`src/rtl/wbu_retire_queue_pkg.sv`:
```
// Shared types for the writeback retire queue: entry layout, field widths and the x0 index.
// Per-entry trace fields exist only when WBU_RETIRE_TRACE_EN is defined.
package wbu_retire_queue_pkg;

    localparam int unsigned ENTRY_XLEN = 32;
    localparam int unsigned REGS_DIG   = 5;
    localparam int unsigned CSR_DIG    = 12;

    localparam logic [REGS_DIG-1:0] REG_X0 = '0;

    typedef struct packed {
        logic [REGS_DIG-1:0]   rd;
        logic [ENTRY_XLEN-1:0] result;
        logic                  reg_write;
        logic                  csr_write;
        logic [CSR_DIG-1:0]    csr_addr;
`ifdef WBU_RETIRE_TRACE_EN
        logic [31:0]           pc;
        logic [31:0]           inst;
        logic                  is_device;
`endif
    } wbu_entry_t;

endpackage

```
`src/rtl/wbu_fwd_match.sv`:
```
// Youngest-first forwarding match: candidate 0 is the youngest, candidate N-1 the oldest.
// A query of x0 never hits; a miss returns zero data.
module wbu_fwd_match
    import wbu_retire_queue_pkg::*;
#(
    parameter int unsigned N    = 3,
    parameter int unsigned XLEN = 32,
    parameter int unsigned RD_W = 5
) (
    input  logic [RD_W-1:0] rs_i,
    input  logic            cand_valid_i [N],
    input  logic [RD_W-1:0] cand_rd_i    [N],
    input  logic [XLEN-1:0] cand_data_i  [N],
    output logic            hit_o,
    output logic [XLEN-1:0] data_o
);

    // Walk oldest to youngest so the last match written is the youngest one.
    always_comb begin
        hit_o  = 1'b0;
        data_o = '0;
        if (rs_i != RD_W'(REG_X0)) begin
            for (int unsigned i = 0; i < N; i++) begin
                if (cand_valid_i[N-1-i] && (cand_rd_i[N-1-i] == rs_i)) begin
                    hit_o  = 1'b1;
                    data_o = cand_data_i[N-1-i];
                end
            end
        end
    end

endmodule

```
`src/rtl/wbu_retire_queue.sv`:
```
// In-order retire queue between LSU and the GPR/CSR write ports, with instret and forwarding.
// Optional per-entry pc/inst/is_device trace is enabled by defining WBU_RETIRE_TRACE_EN.
module wbu_retire_queue
    import wbu_retire_queue_pkg::*;
#(
    parameter int unsigned DEPTH    = 2,
    parameter int unsigned XLEN     = 32,
    parameter int unsigned REGS_DIG = 5,
    parameter int unsigned CSR_DIG  = 12,
    parameter int unsigned CNT_W    = 64
) (
    input  logic                         clock,
    input  logic                         reset_n,
    input  logic                         in_valid,
    output logic                         in_ready,
    input  logic [REGS_DIG-1:0]          in_rd,
    input  logic [XLEN-1:0]              in_result,
    input  logic                         in_reg_write,
    input  logic                         in_csr_write,
    input  logic [CSR_DIG-1:0]           in_csr_addr,
`ifdef WBU_RETIRE_TRACE_EN
    input  logic [31:0]                  in_pc,
    input  logic [31:0]                  in_inst,
    input  logic [0:0]                   in_is_device,
    output logic [31:0]                  retire_pc,
    output logic [31:0]                  retire_inst,
    output logic [0:0]                   retire_is_device,
`endif
    input  logic                         wb_stall,
    output logic                         rf_we,
    output logic [REGS_DIG-1:0]          rf_waddr,
    output logic [XLEN-1:0]              rf_wdata,
    output logic                         csr_we,
    output logic [CSR_DIG-1:0]           csr_waddr,
    output logic [XLEN-1:0]              csr_wdata,
    output logic                         retire_valid,
    output logic [CNT_W-1:0]             instret,
    input  logic [REGS_DIG-1:0]          fwd_rs,
    output logic                         fwd_hit,
    output logic [XLEN-1:0]              fwd_data,
    output logic [$clog2(DEPTH+1)-1:0]   occupancy
);

    localparam int unsigned PTR_W  = (DEPTH > 1) ? $clog2(DEPTH) : 1;
    localparam int unsigned OCC_W  = $clog2(DEPTH + 1);
    localparam int unsigned E_XLEN = ENTRY_XLEN;
    localparam int unsigned E_RD_W = wbu_retire_queue_pkg::REGS_DIG;
    localparam int unsigned E_CS_W = wbu_retire_queue_pkg::CSR_DIG;
    localparam logic [OCC_W-1:0] DEPTH_C = OCC_W'(DEPTH);

    wbu_entry_t         entry_q [DEPTH];
    wbu_entry_t         entry_d [DEPTH];
    logic [PTR_W-1:0]   head_q, head_d;
    logic [PTR_W-1:0]   tail_q, tail_d;
    logic [OCC_W-1:0]   count_q, count_d;
    logic [CNT_W-1:0]   instret_q, instret_d;

    wbu_entry_t         in_entry;
    wbu_entry_t         head_entry;
    logic               accept;

    logic               cand_valid [DEPTH+1];
    logic [REGS_DIG-1:0] cand_rd   [DEPTH+1];
    logic [XLEN-1:0]    cand_data  [DEPTH+1];

    function automatic logic [PTR_W-1:0] ptr_inc(input logic [PTR_W-1:0] p);
        if (DEPTH == 1) return '0;
        return p + 1'b1;
    endfunction

    always_comb begin
        in_entry           = '0;
        in_entry.rd        = E_RD_W'(in_rd);
        in_entry.result    = E_XLEN'(in_result);
        in_entry.reg_write = in_reg_write;
        in_entry.csr_write = in_csr_write;
        in_entry.csr_addr  = E_CS_W'(in_csr_addr);
`ifdef WBU_RETIRE_TRACE_EN
        in_entry.pc        = in_pc;
        in_entry.inst      = in_inst;
        in_entry.is_device = in_is_device[0];
`endif
    end

    assign head_entry   = entry_q[head_q];
    assign retire_valid = (count_q != '0) && !wb_stall;
    // Gated with reset_n so nothing is offered to LSU while the queue is held in reset.
    assign in_ready     = reset_n && ((count_q < DEPTH_C) || retire_valid);
    assign accept       = in_valid && in_ready;

    assign rf_we     = retire_valid && head_entry.reg_write && (head_entry.rd != REG_X0);
    assign rf_waddr  = REGS_DIG'(head_entry.rd);
    assign rf_wdata  = XLEN'(head_entry.result);
    assign csr_we    = retire_valid && head_entry.csr_write;
    assign csr_waddr = CSR_DIG'(head_entry.csr_addr);
    assign csr_wdata = XLEN'(head_entry.result);
    assign instret   = instret_q;
    assign occupancy = count_q;

`ifdef WBU_RETIRE_TRACE_EN
    assign retire_pc        = retire_valid ? head_entry.pc : '0;
    assign retire_inst      = retire_valid ? head_entry.inst : '0;
    assign retire_is_device = retire_valid ? head_entry.is_device : 1'b0;
`endif

    always_comb begin
        entry_d   = entry_q;
        head_d    = head_q;
        tail_d    = tail_q;
        count_d   = count_q;
        instret_d = instret_q;
        if (accept) begin
            entry_d[tail_q] = in_entry;
            tail_d          = ptr_inc(tail_q);
        end
        if (retire_valid) begin
            head_d    = ptr_inc(head_q);
            instret_d = instret_q + 1'b1;
        end
        unique case ({accept, retire_valid})
            2'b10:   count_d = count_q + 1'b1;
            2'b01:   count_d = count_q - 1'b1;
            default: count_d = count_q;
        endcase
    end

    always_ff @(posedge clock or negedge reset_n) begin
        if (!reset_n) begin
            entry_q   <= '{default: '0};
            head_q    <= '0;
            tail_q    <= '0;
            count_q   <= '0;
            instret_q <= '0;
        end else begin
            entry_q   <= entry_d;
            head_q    <= head_d;
            tail_q    <= tail_d;
            count_q   <= count_d;
            instret_q <= instret_d;
        end
    end

    // Candidate 0 is the incoming beat; 1..DEPTH walk the queue from tail-1 back to head.
    always_comb begin
        logic [PTR_W-1:0] slot;
        wbu_entry_t       e;
        cand_valid[0] = reset_n && in_valid && in_reg_write;
        cand_rd[0]    = in_rd;
        cand_data[0]  = in_result;
        for (int unsigned i = 0; i < DEPTH; i++) begin
            slot = (DEPTH == 1) ? '0 : tail_q - PTR_W'(i + 1);
            e    = entry_q[slot];
            cand_valid[i+1] = (OCC_W'(i) < count_q) && e.reg_write;
            cand_rd[i+1]    = REGS_DIG'(e.rd);
            cand_data[i+1]  = XLEN'(e.result);
        end
    end

    wbu_fwd_match #(
        .N    (DEPTH + 1),
        .XLEN (XLEN),
        .RD_W (REGS_DIG)
    ) u_fwd_match (
        .rs_i         (fwd_rs),
        .cand_valid_i (cand_valid),
        .cand_rd_i    (cand_rd),
        .cand_data_i  (cand_data),
        .hit_o        (fwd_hit),
        .data_o       (fwd_data)
    );

endmodule

```
`config.mk`:
```
export PLATFORM = sky130hd
export DESIGN_NAME = wbu_retire_queue
export DESIGN_NICKNAME = d
export VERILOG_FILES = /design/src/rtl/wbu_retire_queue_pkg.sv /design/src/rtl/wbu_fwd_match.sv /design/src/rtl/wbu_retire_queue.sv
export SDC_FILE = /design/constraint.sdc
export NUM_CORES = 1
export LEC_CHECK = 0
export ABC_AREA = 1
export ABC_CLOCK_PERIOD_IN_PS = 6040
export CAP_MARGIN = 40
export CORE_MARGIN = 3
export CORE_UTILIZATION = 35
export DETAILED_ROUTE_END_ITERATION = 6
export PLACE_DENSITY = 0.62
export REMOVE_ABC_BUFFERS = 1
export SLEW_MARGIN = 20
export SYNTH_ARGS = -nofsm -noshare
export SYNTH_HDL_FRONTEND = slang
export SYNTH_SLANG_ARGS = --single-unit
```
`constraint.sdc`:
```
create_clock -name clock -period 6.04 [get_ports clock]
set_input_delay 1.51 -clock clock [delete_from_list [all_inputs] [get_ports clock]]
set_output_delay 1.51 -clock clock [all_outputs]
set_load 0.03 [all_outputs]
```
==> results of run 1 <==
-- how the worst max path moves through the flow --
stage                               to  slack (ns)  cells after the start
final                     fwd_data[23]        0.47                     11
after global placement     fwd_data[2]        0.50                     11
after CTS                 fwd_data[23]        0.45                     11
after detailed placement  fwd_data[23]        0.47                     11
after global routing      fwd_data[23]        0.30                     11
after floorplan            fwd_data[0]        0.73                     10
-- logic make-up after synthesis --
family | Yosys count | synth area share, %
XOR/XNOR | 43 | 3.38
AO/OA/AOI/OAI | 290 | 14.1
adder cells (fa/ha/maj) | 4 | 0.449
AND/OR/NAND/NOR | 864 | 33.1
flip-flops | 170 | 38.2
buffers and inverters | 262 | 10.9
-- power breakdown --
group | total, W | internal [W] | switching, W
sequential | 0.00185 | 0.00150 | 0.000347
combinational | 0.00352 | 0.00127 | 0.00226
clock | 0.00113 | 0.000607 | 0.000525
total | 0.00650 | 0.00337 | 0.00313
-- registers in the layout, indices dropped and copies added, names as in the netlist --
name	flops
instret	64
head_q	1
entry_q	102
occupancy	2
tail_q	1
-- per-stage QoR --
step | hold WS [ns] | setup WS, ns | power [W] | utilization (%) | area (um2)
global placement | 0.466 | 0.498 | 0.00535 | 44.1 | 13700
CTS | 0.491 | 0.446 | 0.00656 | 46.3 | 14300
global route | 0.505 | 0.298 | 0.00696 | 46.4 | 14400
detailed placement | 0.473 | 0.467 | 0.00540 | 44.3 | 13700
floorplan | 0.453 | 0.732 | 0.00393 | - | 10500
finish | 0.488 | 0.467 | 0.00650 | 46.4 | 14400
-- routing by layer --
metal  global-route usage (%)  up-vias
li1                         -     5493
met1                     26.5     5124
met2                     34.1      364
met3                     3.97       56
met4                     6.74        0
met5                        0        -
-- worst register-to-register path: cells and delay by family, from the launching register on --
kind | cells | cell delay [ns]
compound gates | 1 | 0.17
flops | 1 | 0.41
simple gates | 8 | 1.32
fa+ha+maj | 1 | 0.21
buf+inv | 3 | 0.42
-- placed cells by master (no fill, tap or decap), types with 2 or more instances in the layout --
| cell | n |
|---|---|
| inv_8 | 5 |
| buf_4 | 13 |
| nand3b_1 | 3 |
| xnor2_1 | 18 |
| nor4_1 | 3 |
| nand2_1 | 507 |
| dfrtp_1 | 168 |
| clkinv_4 | 3 |
| clkdlybuf4s50_1 | 240 |
| ha_1 | 4 |
| clkbuf_16 | 17 |
| o21ai_1 | 4 |
| nor3_1 | 29 |
| a21oi_1 | 35 |
| nand3_2 | 30 |
| nand3_1 | 37 |
| a21oi_2 | 29 |
| buf_16 | 4 |
| buf_12 | 4 |
| nor2_2 | 15 |
| nor2_1 | 211 |
| inv_1 | 157 |
| clkinv_8 | 2 |
| nand3_4 | 3 |
| o21ai_0 | 220 |
| xor2_1 | 25 |
| nand2_2 | 4 |
| dfrtp_2 | 2 |
| inv_6 | 3 |
| nand4_1 | 16 |
-- cell type report --
type	instances	area share, %
tap	396	3.45
antenna	1	0.0174
multi-input combinational	1201	39.7
inverter	159	4.17
timing repair buffer	262	18.8
clock inverter	14	1.19
clock buffer	18	3.06
sequential	170	29.6
==> impl_results.md, run 1 <==
- DRT antenna net count: 0
- R2r worst-path depth: 13
- Async SR Flop Fraction: 100%
- Clk slew on worst S/H paths: around 0.070 ns
- Worst Tran Pin Value: 0.668 ns
- CP peak stage delay: 0.71 ns
- Total iterations of the first detailed-routing run: 5
- Worst reg2reg path startpoint: occupancy[1]
- Tot GR Track Use: 20.4%
- Share of layout cells above drive strength 1: 7.84%
- RSZ-0062 raised after global routing: false
- Slew Viols, Final: 0
- Final min period: 5.57 ns
- Total die area: around 0.034 mm2
- PwrDens: about 450 mW/mm2
- Commonest cells post-synth: nand2_1, o21ai_0, nor2_1
- Initial Util: 36.0%
- DR DRC count: 0
- Required time worst endpoint: ~4.5 ns
- Average size of a mapped cell: 6.83 um2
- Hold path cells: 2
- Run status: completed
- Die width: 184 um
- Top routing layer in use: met4
- Post-synthesis cell count: ~1600
- Leak pwr: 6.32 nW
- Largest area contributor in the netlist: dfrtp_1
- Worst Path Arrival: 4.06 ns
- Wirelength per Cell: 15.7 um
- Hold path start: entry_q[10]
- H-tree levels: 4
- Total Wirelength: 34800 um
- TNS Setup: 0 ns
- DR WL met3: 2020 um
- Clock Latency Late Sink: 0.43 ns
- Register area share after synthesis: a little under two fifths
- Layout Area Growth over Synthesis: 29.0%
- Post-Synthesis Cell Area: between 0.01 and 0.015 mm2
- Slowest stage cell, crit path: clkdlybuf4s50_1
- Via density: 4.97
- CP Class: input port to output port
- Final Hold Violating Endpoints: 0
- Port Buf Inserts: 243
- Top-count cell post-synth: nand2_1
- Hold path endpoint: entry_q[10]
- Cell family with most CP delay: buffers and inverters
- CP cell instances: clkdlybuf4s50_1 > inv_1 > nand3_1 > nand2_1 > nor2_2 > nand3_4 > buf_4 > nor2_1 > nor2_1 > a21oi_2 > clkdlybuf4s50_1
- HP Class: flip-flop to flip-flop
- Detail Route met2 WL: 16500 um
- Critical Path Start: fwd_rs[2]
- # nets final: ~1900
- Final period utilization: 92.3%
- Multi-input logic area: 0.00571 mm2
- Metal-1 WL: roughly 15000 um
- CTS Buf Count: 17
- Finished Layout Cells: 2221
- Core ar.: 0.0310 mm2
- Vias in the first global route: 10644
- Fillers: around 3100
- GRT Residual Overflow: 0
- Startpoint types: input port
- Synth unique cells: 36
- Initial antenna violation count: 1
- Starting DRT DRC Count: 681
- RePlAce Congestion: approximately 0.94
- Synth top area share: 38.2%
- Clock Sinks: 170
- CP Max Fanout: 14
- Largest net degree at the start of global routing: 69
- Chip height: 184 um
- Synth area leaders: dfrtp_1, nand2_1, o21ai_0
- Number of buffers added for setup after CTS: 0
- R2r setup slk: ~3.4 ns
- RR Endpoint: instret[55]
- Peak supply drop: 345 uV
- Vias post-DR: between 10000 and 15000
- Final HPWL DP: between 20000 and 30000 um
- Clk root buf: clkbuf_16
- Slew HR: 55.5%
- Worst path bufs/invs: 4
- Hold-fix buffers, CTS: 0
- Io pins: 244
- Placed Instances: 2187
- EDFF count, synth: 0
- First-pass GRT wire length: 55800 um
- CTS max path bufs: 2
- Count of final setup violators: 0
- # rows: 64
- Max Freq: 179 MHz
- Number of synthesis warnings: 0
- Yosys reg bits: 170
- Synth Flop Type: dfrtp_1
- Fin Clk Skew: ~0.014 ns
- Crit end category: output port
- Post-cts repair resize count: 0
- FF/Latch Area: 0.00426 mm2
- Max-cap violation count: 0
- CTS tree: done
Note: power is estimated with default switching activity, not from simulation.
==> run 2: changes to the inputs <==
CORE_UTILIZATION = 40   (was 35)
PLACE_DENSITY = 0.69   (was 0.62)
==> run 2 against run 1 <==
Clock skew is essentially flat. Critical path type unchanged. Sequential power about the same. Clock-buffer cell count decreased by 1. Worst hold slack got worse by 0.00052 ns. Routed wire length decreased by 1.7%. Setup slack better by 0.089 ns. Register-to-register slack worse by 0.26 ns. Die area decreased by 12%. Utilization increased by 6.2 points. Via count up 0.57%. Global-route usage is 2.6 points higher.
==> impl_results.md, run 2 (synthesis results as in run 1) <==
- Seq pwr share: 28.3%
- Reg with most FFs: entry_q
- CP Class: input port to output port
- DR WL met3: approximately 2200 um
- Vias in the first global route: 10851
- DRT antenna net count: 0
- Top routing layer in use: met4
- Slew HR: about 45%
- Vias post-DR: 11100
- Most frequent cells in the layout: nand2_1, clkdlybuf4s50_1, o21ai_0
- Critical Path Start: fwd_rs[2]
- P_sw: about 0.0031 W
- CP Max Fanout: 64
- Tot GR Track Use: a little under a quarter
- Max reg flops: between 100 and 150
- Clock network power share: 17.4%
- Wirelength per Cell: roughly 16 um
- H-tree levels: 4
- Total iterations of the first detailed-routing run: 6
- Worst setup margin: 0.556 ns
- RePlAce Congestion: 0.960
- Worst reg2reg path startpoint: occupancy[1]
- Clk slew on worst S/H paths: 0.08 ns
- Peak supply drop: around 330 uV
- Chip height: 173 um
- CTS max path bufs: 2
- Core ar.: approximately 0.027 mm2
- Combinational Power Share: between 50% and 60%
- # nets final: ~1900
- Crit end category: output port
- PwrDens: roughly 450 mW/mm2
- RR Endpoint: instret[55]
- Clock Latency Late Sink: 0.44 ns
- Sw Share: approximately half
- Via density: 5.06
- Worst Path Arrival: 3.97 ns
- R2r worst-path depth: 13
- CP peak stage delay: 0.69 ns
- Port Buf Inserts: 243
- Post-layout util: 52.5%
- Slowest stage cell, crit path: clkdlybuf4s50_1
- Final min period: 5.48 ns
- Hold-fix buffers, CTS: 0
- Final Hold Violating Endpoints: 0
- Layout Area Growth over Synthesis: 28.1%
- Initial antenna violation count: 0
- Share of layout cells above drive strength 1: 7.68%
- # rows: 60
- Fin Clk Skew: 0.0144 ns
- Commonest non-fill, non-tap cell in the layout: nand2_1
- Final instance area: 0.0143 mm2
- Max-cap violation count: 0
- Internal Power: 0.00335 W
- Count of final setup violators: 0
- Slew Viols, Final: 0
- Total Wirelength: 34200 um
- Max Freq: 182 MHz
- CP endpoint: fwd_data[26]
- Setup WS pre-CTS: 0.600 ns
- DR DRC count: 0
- GRT Residual Overflow: 0
- R2r setup slk: 3.16 ns
- Largest net degree at the start of global routing: 81
- RSZ-0062 raised after global routing: false
- First-pass GRT wire length: 56400 um
- Required time worst endpoint: 4.53 ns
- Metal-1 WL: 15200 um
- TNS Setup: 0 ns
- Ant diodes: 0
- Detail Route met2 WL: 15800 um
- Io pins: 244
- CTS tree: done
- Die width: roughly 170 um
- Starting DRT DRC Count: 802
- Clk root buf: clkbuf_16
- CP cell instances: clkdlybuf4s50_1 > inv_1 > nand3_1 > nand2_1 > nor2_2 > nand3_4 > buf_12 > nor2_1 > nor2_1 > a21oi_2 > clkdlybuf4s50_1
- Startpoint types: input port
- Post-DP Area: ~0.014 mm2
- Clock Sinks: 170
- Final period utilization: roughly nine tenths
- CTS Buf Count: 17
- Leak pwr: 6.28 nW
- Initial Util: 41.0%
- Number of buffers added for setup after CTS: 0
- Final HPWL DP: between 20000 and 25000 um
- Post-cts repair resize count: 0
- Run status: completed
- HP Class: flip-flop to flip-flop
- Total die area: 0.0299 mm2
- Worst Tran Pin Value: 0.820 ns
==> run 2: cell count changes in the layout (fill, tap and decap cells not counted), sizes merged <==
| cell | change |
|---|---|
| inv | +2 |
| clkbuf | -1 |
| buf | -3 |
| clkinv | -2 |
| diode | -1 |
| clkdlybuf4s50 | +1 |
| clkinvlp | +1 |
==> run 2: per-stage QoR <==
| stage | instances | power (W) | hold slack, ns |
|---|---|---|---|
| floorplan | 1530 | 0.00393 | 0.453 |
| global placement | 2158 | 0.00531 | 0.465 |
| detailed placement | 2161 | 0.00537 | 0.473 |
| CTS | 2193 | 0.00653 | 0.490 |
| global route | 2194 | 0.00694 | 0.507 |
| finish | 2194 | 0.00648 | 0.487 |
==> run 2: worst min-delay path by stage <==
| stage | from | endpoint | slack, ns | depth (start not counted) |
|---|---|---|---|---|
| after global placement | entry_q[58] | entry_q[58] | 0.47 | 2 |
| after global routing | entry_q[58] | entry_q[58] | 0.51 | 2 |
| final | entry_q[67] | entry_q[67] | 0.49 | 2 |
| after detailed placement | entry_q[2] | entry_q[2] | 0.47 | 2 |
| after CTS | entry_q[2] | entry_q[2] | 0.49 | 2 |
| after floorplan | entry_q[65] | entry_q[65] | 0.45 | 2 |
==> run 2: final cells by class <==
| type | count | area (um2) |
|---|---|---|
| well taps | 372 | 465 |
| clock inverters | 15 | 169 |
| multi-input cells | 1201 | 5710 |
| flip-flops and latches | 170 | 4260 |
| repair buffers | 260 | 2650 |
| inverters | 159 | 599 |
| clock buffers | 17 | 425 |
| fillers | 2743 | 12900 |
==> run 2: power by group through the flow <==
| stage | clock [W] | combinational [W] | sequential (W) |
|---|---|---|---|
| 6_report | 0.00113 | 0.00351 | 0.00184 |
| 5_1_grt | 0.00120 | 0.00384 | 0.00189 |
| 4_1_cts | 0.00115 | 0.00354 | 0.00184 |
| 3_5_place_dp | 0 | 0.00352 | 0.00185 |
| 3_3_place_gp | 0 | 0.00348 | 0.00184 |
| 2_1_floorplan | 0 | 0.00203 | 0.00190 |
==> run 2: routing by layer <==
metal  vias to the layer above  track usage, %
met5                         -               0
met4                         0            8.28
met3                        54            4.19
met2                       395            37.7
met1                      5164            30.4
li1                       5487               -
==> run 2: worst max-delay path: cells and delay by family <==
| family | cells | cell delay (ns) |
|---|---|---|
| AOI/OAI and AO/OA | 1 | 0.15 |
| buffers and inverters | 4 | 1.63 |
| and+or+nand+nor | 6 | 0.61 |
==> run 3: changes to the inputs <==
CORE_MARGIN = 4   (was 3)
CORE_UTILIZATION = 56   (was 40)
PLACE_DENSITY = 0.9   (was 0.69)
SKIP_CTS_REPAIR_TIMING = 1   (was default)
==> run 3 against run 2 <==
Combinational power rose by 3%. Critical path depth did not move. First-iteration DRC count rose by 24%. Register-to-register slack improved by 0.25 ns. Worst hold slack got worse by 0.0011 ns. Largest cell class unchanged.
==> impl_results.md, run 3 (synthesis results as in run 1) <==
- Chip height: around 150 um
- Tot GR Track Use: 30.7%
- PwrDens: 469 mW/mm2
- Leak pwr: 6.31 nW
- Most frequent cells in the layout: nand2_1, clkdlybuf4s50_1, o21ai_0
- Crit end category: output port
- Slew Viols, Final: 0
- Vias in the first global route: 11225
- # rows: 51
- P_sw: 0.00310 W
- RePlAce Congestion: 0.997
- Final Hold Violating Endpoints: 0
- Finished Layout Cells: 2087
- Clock Sinks: 170
- TNS Setup: 0 ns
- Total power: 0.00667 W
- Wirelength per Cell: 16.3 um
- Vias post-DR: ~11000
- Clock network power share: a little under a fifth
- DRT antenna net count: 0
- Fin Clk Skew: ~0.015 ns
- # nets final: around 1900
- Starting DRT DRC Count: 992
- Io pins: 244
- Share of layout cells above drive strength 1: 7.58%
- Commonest non-fill, non-tap cell in the layout: nand2_1
- Final min period: 5.50 ns
- Startpoint types: input port
- Layout Area Growth over Synthesis: 27.7%
- Initial antenna violation count: 1
- CTS tree: done
- Combinational Power Share: 53.9%
- Worst Tran Pin Value: 0.737 ns
- Worst Path Arrival: 3.99 ns
- GRT Residual Overflow: 0
- Hold WS: 0.486 ns
- Peak supply drop: between 300 and 400 uV
- Internal Power: 0.00357 W
- Sw Share: 46.5%
- Largest net degree at the start of global routing: 87
- CTS max path bufs: 2
- Max Freq: 182 MHz
- Seq pwr share: 27.4%
- Required time worst endpoint: 4.53 ns
- Final HPWL DP: 24800 um
- CP Max Fanout: 15
- Via density: 5.47
- Reg with most FFs: entry_q
- Clk root buf: clkbuf_16
- Clk slew on worst S/H paths: 0.07 ns
- Run status: completed
- Clock Latency Late Sink: approximately 0.43 ns
- Total Wirelength: 34000 um
- Die width: about 150 um
- Final period utilization: around nine tenths
- Max reg flops: 102
- First-pass GRT wire length: 55100 um
- CP Class: input port to output port
- Max-cap violation count: 0
- CTS Buf Count: 17
- H-tree levels: 4
- Count of final setup violators: 0
- Initial Util: 57.1%
- Placed Instances: between 2000 and 2500
- Total iterations of the first detailed-routing run: 7
- Port Buf Inserts: around 240
- Core ar.: roughly 0.020 mm2
- HP Class: flip-flop to flip-flop
- RSZ-0062 raised after global routing: false
- DR DRC count: 0
- Slew HR: 50.9%
- Total die area: 0.0222 mm2
-- run 3: critical path, stage by stage --
cell	delay, ns
clkdlybuf4s50_1	0.58
inv_1	0.12
nand2_1	0.08
nand2_1	0.08
nor2_2	0.15
nand3_4	0.20
buf_4	0.26
nor2_1	0.11
nor2_1	0.05
a21oi_1	0.15
clkdlybuf4s50_1	0.69
-- run 3: power by group through the flow --
stage	logic (W)	registers (W)	clock network [W]
2_1_floorplan	0.00203	0.00190	0
6_report	0.00360	0.00183	0.00125
3_5_place_dp	0.00354	0.00183	0
3_3_place_gp	0.00345	0.00182	0
4_1_cts	0.00357	0.00182	0.00125
5_1_grt	0.00390	0.00188	0.00131
-- run 3: layout make-up --
type	instances	area, um2
fill	1503	5300
antenna	1	2.50
inverter	159	599
clock buffer	19	443
clock inverter	11	219
sequential	170	4260
timing repair buffer	261	2670
tap	265	332
multi-input combinational	1201	5710
-- run 3: worst paths after layout --
kind	from	cells past startpoint	end	slack (ns)
max	fwd_rs[1]	11	fwd_data[0]	0.54
min	entry_q[8]	2	entry_q[8]	0.49
max reg2reg	occupancy[1]	13	instret[55]	3.41
min reg2reg	entry_q[8]	2	entry_q[8]	0.49
max in group asynchronous	reset_n	4	entry_q[49]	3.23
min in group asynchronous	reset_n	1	instret[23]	0.97
-- run 3: per-stage QoR --
step / setup slack (ns) / utilization [%] / cell area, um2
after floorplan: 0.732 / - / 10500
after global placement: 0.601 / 69.0 / 13500
after detailed placement: 0.596 / 69.3 / 13500
after CTS: 0.578 / 72.7 / 14200
after global routing: 0.377 / 72.9 / 14200
final: 0.539 / 72.9 / 14200
-- run 3: per-layer routing --
layer / global-route usage [%] / wire (um) / vias to the layer above / part of all wire [%]
li1: - / - / 5490 / -
met1: 39.1 / 13600 / 5272 / 40
met2: 50.6 / 16300 / 550 / 48
met3: 5.62 / 2560 / 109 / 7.5
met4: 14.7 / 1510 / 0 / 4.4
met5: 0 / 0 / - / 0
